===== src/rtl/inst_fetch_unit.sv =====
// Instruction fetch stage: one outstanding word read, 2-entry {inst, pc} buffer toward decode, redirect flush.
// Optional INST_FETCH_MISALIGN_FAULT_EN: a misaligned redirect raises a sticky fault and halts fetch until reset.
module inst_fetch_unit #(
    parameter logic [31:0] RESET_PC = 32'h8000_0000
) (
    input  logic        clk_i,
    input  logic        rst_i,
    output logic        imem_req_valid_o,
    input  logic        imem_req_ready_i,
    output logic [31:0] imem_req_addr_o,
    input  logic        imem_resp_valid_i,
    input  logic [31:0] imem_resp_data_i,
    output logic        inst_valid_o,
    input  logic        inst_ready_i,
    output logic [31:0] inst_o,
    output logic [31:0] inst_pc_o,
    input  logic        redirect_valid_i,
    input  logic [31:0] redirect_pc_i,
    output logic        fault_o
);

`ifdef INST_FETCH_MISALIGN_FAULT_EN
    typedef enum logic [1:0] {S_REQ, S_WAIT, S_HALT} state_t;
`else
    typedef enum logic {S_REQ, S_WAIT} state_t;
`endif

    state_t      state_q, state_d;
    logic [31:0] pc_q, pc_d;
    logic [31:0] req_pc_q, req_pc_d;
    logic        drop_q, drop_d;
    logic [1:0]  count_q, count_d;
    logic [31:0] ent0_inst_q, ent0_inst_d, ent0_pc_q, ent0_pc_d;
    logic [31:0] ent1_inst_q, ent1_inst_d, ent1_pc_q, ent1_pc_d;
    logic        fault_q, fault_d;

    logic req_fire, push, pop, redir_take;

    // Request valid reacts to the same-cycle redirect, so it cannot be registered.
    assign imem_req_valid_o = ~rst_i && (state_q == S_REQ) && (count_q != 2'd2) && ~redirect_valid_i;
    assign imem_req_addr_o  = pc_q;
    assign inst_valid_o     = (count_q != 2'd0);
    assign inst_o           = ent0_inst_q;
    assign inst_pc_o        = ent0_pc_q;

    assign req_fire = imem_req_valid_o && imem_req_ready_i;
    assign push     = (state_q == S_WAIT) && imem_resp_valid_i && ~drop_q;
    assign pop      = inst_valid_o && inst_ready_i;

`ifdef INST_FETCH_MISALIGN_FAULT_EN
    assign redir_take = redirect_valid_i && (state_q != S_HALT);
    assign fault_o    = fault_q;
`else
    logic unused_redir_lsb;
    assign redir_take       = redirect_valid_i;
    assign fault_o          = 1'b0;
    assign unused_redir_lsb = ^{redirect_pc_i[1:0], fault_q};
`endif

    always_comb begin
        state_d     = state_q;
        pc_d        = pc_q;
        req_pc_d    = req_pc_q;
        drop_d      = drop_q;
        count_d     = count_q;
        ent0_inst_d = ent0_inst_q;
        ent0_pc_d   = ent0_pc_q;
        ent1_inst_d = ent1_inst_q;
        ent1_pc_d   = ent1_pc_q;
        fault_d     = fault_q;

        // Head always lives in entry 0; a pop shifts entry 1 forward.
        if (push && pop) begin
            if (count_q == 2'd1) begin
                ent0_inst_d = imem_resp_data_i;
                ent0_pc_d   = req_pc_q;
            end else begin
                ent0_inst_d = ent1_inst_q;
                ent0_pc_d   = ent1_pc_q;
                ent1_inst_d = imem_resp_data_i;
                ent1_pc_d   = req_pc_q;
            end
        end else if (pop) begin
            ent0_inst_d = ent1_inst_q;
            ent0_pc_d   = ent1_pc_q;
            count_d     = count_q - 2'd1;
        end else if (push) begin
            if (count_q == 2'd0) begin
                ent0_inst_d = imem_resp_data_i;
                ent0_pc_d   = req_pc_q;
            end else begin
                ent1_inst_d = imem_resp_data_i;
                ent1_pc_d   = req_pc_q;
            end
            count_d = count_q + 2'd1;
        end

        case (state_q)
            S_REQ: begin
                if (req_fire) begin
                    req_pc_d = pc_q;
                    pc_d     = pc_q + 32'd4;
                    state_d  = S_WAIT;
                end
            end
            S_WAIT: begin
                if (imem_resp_valid_i) begin
                    drop_d  = 1'b0;
                    state_d = S_REQ;
                end
            end
            default: ;
        endcase

        if (redir_take) begin
            count_d = 2'd0;
            pc_d    = {redirect_pc_i[31:2], 2'b00};
            if (state_q == S_WAIT) begin
                if (imem_resp_valid_i) begin
                    drop_d  = 1'b0;
                    state_d = S_REQ;
                end else begin
                    drop_d  = 1'b1;
                    state_d = S_WAIT;
                end
            end
`ifdef INST_FETCH_MISALIGN_FAULT_EN
            if (redirect_pc_i[1:0] != 2'b00) begin
                fault_d = 1'b1;
                drop_d  = 1'b0;
                state_d = S_HALT;
            end
`endif
        end
    end

    always_ff @(posedge clk_i) begin
        if (rst_i) begin
            state_q     <= S_REQ;
            pc_q        <= RESET_PC;
            req_pc_q    <= RESET_PC;
            drop_q      <= 1'b0;
            count_q     <= 2'd0;
            ent0_inst_q <= 32'd0;
            ent0_pc_q   <= 32'd0;
            ent1_inst_q <= 32'd0;
            ent1_pc_q   <= 32'd0;
            fault_q     <= 1'b0;
        end else begin
            state_q     <= state_d;
            pc_q        <= pc_d;
            req_pc_q    <= req_pc_d;
            drop_q      <= drop_d;
            count_q     <= count_d;
            ent0_inst_q <= ent0_inst_d;
            ent0_pc_q   <= ent0_pc_d;
            ent1_inst_q <= ent1_inst_d;
            ent1_pc_q   <= ent1_pc_d;
            fault_q     <= fault_d;
        end
    end

endmodule


===== config.mk =====
export PLATFORM = sky130hd
export DESIGN_NAME = inst_fetch_unit
export DESIGN_NICKNAME = d
export VERILOG_FILES = /design/src/rtl/inst_fetch_unit.sv
export SDC_FILE = /design/constraint.sdc
export NUM_CORES = 1
export LEC_CHECK = 0
export CAP_MARGIN = 15
export CELL_PAD_IN_SITES_DETAIL_PLACEMENT = 1
export CELL_PAD_IN_SITES_GLOBAL_PLACEMENT = 2
export CORE_ASPECT_RATIO = 1.2
export CORE_MARGIN = 4
export CORE_UTILIZATION = 32
export DETAILED_ROUTE_END_ITERATION = 12
export GPL_TIMING_DRIVEN = 0
export MAX_ROUTING_LAYER = met4
export PLACE_DENSITY = 0.82
export SYNTH_ARGS = -nofsm -noshare
export SYNTH_HDL_FRONTEND = slang
export SYNTH_SLANG_ARGS = --single-unit

===== constraint.sdc =====
create_clock -name clk_i -period 4.6 [get_ports clk_i]
set_input_delay 0.92 -clock clk_i [delete_from_list [all_inputs] [get_ports clk_i]]
set_output_delay 0.92 -clock clk_i [all_outputs]
set_load 0.01 [all_outputs]

==> flow_summary_export.csv, run 1 <==
group,metric,value,unit
cts,clkTransAtPathRegs,70,ps
detailed_routing,routed_wl,28.0,mm
floorplan,io_pins,169,
finish,instances_no_fill,1478,
synthesis,yosysTopAreaCellShare,46.3,%
synthesis,synth_area_leader_cell,"dfxtp_1",
cts,tritoncts,"done",
synthesis,async_reset_ff_share,0,%
synthesis,ys_ff_latch,188,
floorplan,die_x,154,um
detailed_routing,dr.pass1.iters,4,
sta,maxSlewViolCount,0,
floorplan,coreArea,0.0249,mm^2
cts,worstSkewPairLatency,430,ps
floorplan,start_util,32.6,%
placed_design,place_area,0.0102,mm^2
worst_hold_path,hold_path.class,"reg -> reg",
sta,maxSlewHeadroom,34.5,%
cts,root_buffer,"clkbuf_16",
sta,totalNegativeSetupSlack,0,ps
placed_design,hpwl,20.9,mm
finish,postLayoutCellArea,0.0107,mm^2
pwr,pwr-share-comb,11.1,%
synthesis,syn_area_per_cell,8.50,um^2
detailed_routing,vias_per_cell,5.24,
setup_path,path_class,"in -> out",
outcome,status,"complete, no violations",
sta,finalHoldViolCount,0,
pwr,power.internal,2.65,mW
cts,cts_hold_buffers,0,
cts,cts_max_level,4,
finish,antenna_cells,0,
detailed_routing,drt_iter0_drc,342,
synthesis,netlist-cell-type-count,50,
detailed_routing,antenna_left,0,
sta,tightestPinTransition,973,ps
grt,grt_max_degree,18,
setup_path,worstPathArrival,3110,ps
finish,fin_nets,1216,
setup_path,worst_path_most_repeated_cell,"clkdlybuf4s50_1",
sta,post-route-min-period,4030,ps
grt,antenna_found_initial,0,
synthesis,yosysSeqAreaShare,46.3,%
setup_path,max_stage_delay,610,ps
synthesis,synthCells,956,
pwr,cellLeakagePower,3.30,nW
cts,cts_setup_buffers,0,
setup_path,crit_chain,"clkdlybuf4s50_1 > or2_2 > clkbuf_1 > nor3_1 > clkdlybuf4s50_1",
sta,skew,13.6,ps
pwr,p_sw_share,26.2,%
floorplan,rows,63,
setup_path,worstPathMaxFanout,10,
setup_path,critPathCaptureType,"primary output",
setup_path,r2r_setup_slack,1440,ps
pwr,p_seq_share,48.4,%
placed_design,gp_congestion,0.813,
floorplan,die-area,0.0280,mm^2
grt,grt_pass1_wl,44.8,mm
finish,drive_gt1_share,4.34,%
detailed_routing,avgRoutedWirePerCell,19.0,um
detailed_routing,drcViolationCount,0,
finish,syn_to_final_growth,32.0,%
placed_design,numPortBuffers,160,
synthesis,synth-edff-count,0,
setup_path,crit_path_top_delay_cell,"clkdlybuf4s50_1",
pwr,power.density,335,mW/mm^2
grt,grt_pass1_vias,7984,
grt,track_usage,20.4,%
pwr,switching_power,0.943,mW
cts,cts_max_path_buffers,2,
synthesis,yosysWarnings,0,
flow_run,max-cap-violations,0,
cts,cts_resized,0,
pwr,vdd_drop_max,209,uV
synthesis,synth_flop_cell,"dfxtp_1",
floorplan,die_h,183,um
cts,numCtsBuffers,17,
sta,finalSetupViolCount,0,
detailed_routing,vias,7738,
setup_path,required,3680,ps
cts,cts.sink_count,188,
placed_design,place_inst,1445,
synthesis,synth.cell_area,0.00813,mm^2
sta,min_period_over_period,87.5,%
pwr,power.share.clock,40.5,%
sta,max_freq,0.248,GHz
grt,overflow,0,
synthesis,ys_top_cells_by_area,"dfxtp_1 46%, mux2i_1 7.6%, a211oi_1 6.6%, a21oi_1 6.0%, nand3_1 4.4%",
sta,rsz0062_at_grt,"false",
setup_path,critPathLaunchType,"input port",
## stage by stage
step / power [mW] / worst slack [ps] / hold slack, ps / util (%)
after floorplan: 1.94 / 1880 / 449 / -
after global placement: 2.17 / 559 / 460 / 40.8
after detailed placement: 2.18 / 554 / 467 / 40.8
after CTS: 3.64 / 545 / 476 / 43.1
after global routing: 3.74 / 432 / 496 / 43.1
final: 3.59 / 573 / 473 / 43.1
## layout by cell type, fill, tap and decap left out, types with 3 or more instances in the layout
master           synthesis  final
a211oi_1                72     72
a21oi_1                 98     98
a311oi_1                14     14
and3_1                   4      4
and4_1                   8      8
buf_1                    4      4
buf_2                    6      6
buf_4                    5      5
clkbuf_1                75     76
clkbuf_16                0     17
clkdlybuf4s50_1          0    160
clkinvlp_4               0      4
conb_1                   1      5
dfxtp_1                188    188
ha_1                     6      6
inv_1                   10     10
inv_6                    0      5
mux2i_1                 62     62
nand2_1                 77     77
nand2b_1                 3      3
nand3_1                 72     72
nand4_1                 13     13
nor2_1                  94     94
nor3_1                   6      6
nor4_1                   4      4
o21ai_0                 68     68
o311ai_0                 3      3
o31ai_1                  7      7
or2_2                    3      3
or3_1                    5      5
or4_1                    9      9
xnor2_1                  7      7
xor2_1                   4      4
## cells in the mapped netlist (all sizes together) (2+ instances only)
cell / number
nor4: 4
nor2b: 2
and2: 2
ha: 6
a311oi: 14
clkbuf: 76
or2: 3
xor2: 4
and4bb: 2
nor2: 94
and4: 8
inv: 11
and3: 4
o311ai: 3
o31a: 2
nand2: 77
o31ai: 7
nand4: 13
a2111oi: 3
buf: 15
mux2i: 62
o21ai: 69
xnor2: 7
nand2b: 3
a211oi: 72
or3: 5
a31oi: 2
a21oi: 98
o311a: 2
nand3: 72
or4: 9
dfxtp: 188
a221o: 2
nor3: 6
## kinds of logic (layout without fill, tap and decap cells)
kind of cell	Yosys count	after routing	synth area share [%]
other	1	5	0.0461
flip-flops	188	188	46.3
adder cells (fa/ha/maj)	6	6	0.923
XOR/XNOR	11	11	1.18
AND/OR/NAND/NOR	309	309	18.0
multiplexers	63	63	7.77
AO/OA/AOI/OAI	275	275	20.7
buffers and inverters	103	296	5.09
## per-layer routing
layer / vias to the layer above / GRT usage, % / part of all wire, %
met1: 3683 / 26.2 / 47
met2: 194 / 33.0 / 47
met4: 0 / 6.64 / 2.7
met3: 43 / 3.39 / 3.5
li1: 3818 / - / -
met5: - / - / 0
## sequential cells by signal, indices dropped and copies added, names as in the netlist, named ones only
| name | cells |
|---|---|
| ent1_pc_q | 30 |
| imem_req_addr_o | 30 |
| count_q | 2 |
| state_q | 1 |
| ent1_inst_q | 32 |
| inst_pc_o | 30 |
| inst_o | 32 |
| req_pc_q | 30 |
## worst paths after layout
| check | start | to | cells past startpoint |
|---|---|---|---|
| setup / recovery | redirect_valid_i | imem_req_valid_o | 5 |
| hold / removal | req_pc_q[21] | req_pc_q[21] | 2 |
| setup reg to reg | count_q[0] | inst_o[11] | 11 |
| hold reg to reg | req_pc_q[21] | req_pc_q[21] | 2 |
## critical path, delay by kind of cell
| kind | cells | cell delay (ps) |
|---|---|---|
| buf+inv | 3 | 1480 |
| simple gates | 2 | 710 |
## power groups by stage
stage	combinational (mW)	sequential (mW)	clock, mW
finish	0.399	1.74	1.45
global route	0.434	1.75	1.56
CTS	0.404	1.74	1.49
detailed placement	0.402	1.78	0
global placement	0.400	1.77	0
floorplan	0.162	1.78	0
## cell type report
type                    instances  area (um^2)
plain buffers                  91          369
clock buffers                  19          443
clock inverters                13          129
fillers                      2970        14200
inverters                      12         45.0
multi-input cells             669         3970
flip-flops and latches        188         3760
well taps                     325          407
repair buffers                161         1610
Note: power is estimated with default switching activity, not from simulation.
==> run 2: changes to the inputs <==
--- a/config.mk
+++ b/config.mk
@@ -14,7 +14,8 @@
 export DETAILED_ROUTE_END_ITERATION = 12
 export GPL_TIMING_DRIVEN = 0
 export MAX_ROUTING_LAYER = met4
-export PLACE_DENSITY = 0.82
+export PLACE_DENSITY = 0.86
+export RECOVER_POWER = 100
 export SYNTH_ARGS = -nofsm -noshare
 export SYNTH_HDL_FRONTEND = slang
 export SYNTH_SLANG_ARGS = --single-unit
==> run 2 against run 1 <==
Compared with the run above: hold slack gained 1.6 ps; total power grew 1.1%; combinational power shrank 5%; via count grew 1.4%; clock power grew 4%; worst setup slack lost 68 ps; utilization grew 0.090 points; first-iteration DRC count shrank 8.2%; critical path type unchanged; critical endpoint unchanged.
==> flow_summary_export.csv, run 2 (same netlist as run 1, synthesis figures left out) <==
group,metric,value,unit
floorplan,rows,63,
finish,layout_commonest_cell,"dfxtp_1",
sta,finalSetupViolCount,0,
finish,syn_to_final_growth,32.3,%
finish,nFillCells,2981,
flow_run,max-cap-violations,0,
pwr,vdd_drop_max,222,uV
floorplan,die_x,154,um
finish,fin_nets,1216,
sta,skew,15.3,ps
setup_path,worstPathArrival,3170,ps
setup_path,worstPathMaxFanout,10,
outcome,status,"complete, no violations",
grt,grt_pass1_wl,44.9,mm
detailed_routing,avgRoutedWirePerCell,18.9,um
cts,numCtsBuffers,17,
cts,clkTransAtPathRegs,60,ps
detailed_routing,routed_wl,28.0,mm
detailed_routing,antenna_left,0,
setup_path,worst_path_most_repeated_cell,"dlygate4sd3_1",
cts,tritoncts,"done",
sta,tightestPinTransition,1100,ps
grt,antenna_found_initial,0,
sta,rsz0062_at_grt,"false",
sta,post-route-min-period,4090,ps
grt,overflow,0,
cts,cts_hold_buffers,0,
cts,cts_setup_buffers,0,
sta,min_period_over_period,89.0,%
detailed_routing,drt_iter0_drc,314,
pwr,total_power,3.63,mW
cts,cts_resized,0,
sta,maxSlewHeadroom,26.2,%
floorplan,die_h,183,um
grt,track_usage,20.5,%
setup_path,required,3680,ps
grt,grt_pass1_vias,8061,
grt,grt_max_degree,17,
floorplan,coreArea,0.0249,mm^2
setup_path,critPathLaunchType,"input port",
finish,drive_gt1_share,3.99,%
cts,cts.sink_count,188,
cts,root_buffer,"clkbuf_16",
floorplan,io_pins,169,
detailed_routing,vias_per_cell,5.30,
setup_path,crit_chain,"dlygate4sd3_1 > or2_2 > clkbuf_1 > nor3_1 > dlygate4sd3_1",
sta,finalHoldViolCount,0,
setup_path,crit_buf_inv,3,
placed_design,numPortBuffers,160,
setup_path,max_stage_delay,660,ps
sta,totalNegativeSetupSlack,0,ps
floorplan,start_util,32.6,%
placed_design,hpwl,20.9,mm
floorplan,die-area,0.0280,mm^2
setup_path,critPathTopFamily,"buffers and inverters",
detailed_routing,vias,7846,
pwr,power.density,338,mW/mm^2
cts,cts_max_level,4,
detailed_routing,dr.pass1.iters,4,
finish,multi_input_area,0.00397,mm^2
pwr,cellLeakagePower,3.58,nW
finish,final_cell_mix,"188 x dfxtp_1, 98 x a21oi_1, 98 x dlygate4sd3_1",
setup_path,path_class,"in -> out",
worst_hold_path,hold_path.class,"reg -> reg",
cts,worstSkewPairLatency,440,ps
cts,cts_max_path_buffers,2,
finish,seqCellArea,0.00376,mm^2
setup_path,critPathCaptureType,"primary output",
sta,maxSlewViolCount,0,
placed_design,gp_congestion,0.804,
detailed_routing,drcViolationCount,0,
sta,max_freq,0.244,GHz
setup_path,crit_path_top_delay_cell,"dlygate4sd3_1",
==> run 2: path summary, 6_finish.rpt <==
path                                       start          endpoint  slack [ps]  depth (start not counted)
worst min register to register      ent1_pc_q[9]      ent1_pc_q[9]         480                          2
worst max-delay path            redirect_valid_i  imem_req_valid_o         510                          5
worst max register to register           state_q     inst_pc_o[24]        1470                          7
worst min-delay path                ent1_pc_q[9]      ent1_pc_q[9]         480                          2
==> run 2: routing by layer <==
| layer | routed length, um | share of wire (%) | global-route usage (%) |
|---|---|---|---|
| met4 | 467 | 1.7 | 6.61 |
| met2 | 13800 | 49 | 33.7 |
| met1 | 12600 | 45 | 26.1 |
| met5 | 0 | 0 | - |
| met3 | 1120 | 4.0 | 2.87 |
==> run 2: final cells by class <==
type                       instances  area share (%)
antenna                            2          0.0465
buffer                            91            3.41
clock buffer                      21            4.28
clock inverter                    11            1.25
inverter                          12           0.419
multi-input combinational        669            36.9
sequential                       188            35.0
tap                              325            3.78
timing repair buffer             161            14.9
==> run 2: worst min-delay path: stages, from the launching register on <==
cell	delay (ps)
dfxtp_1	310
o21ai_0	60
a21oi_1	60
==> run 2: through the flow <==
step / std cells / utilization, % / cell area (um^2) / hold slack [ps] / worst slack (ps)
floorplan: 960 / - / 8150 / 449 / 1880
global placement: 1445 / 40.8 / 10200 / 460 / 664
detailed placement: 1445 / 40.8 / 10200 / 468 / 683
CTS: 1477 / 43.1 / 10700 / 477 / 667
global route: 1478 / 43.1 / 10700 / 499 / 398
finish: 1480 / 43.2 / 10800 / 475 / 506
==> run 2: report_power, final <==
group | switching [mW] | internal, mW | leakage (nW)
Clock | 0.675 | 0.839 | 0.282
Sequential | 0.0574 | 1.68 | 1.53
Combinational | 0.202 | 0.179 | 1.77
Total | 0.934 | 2.70 | 3.58
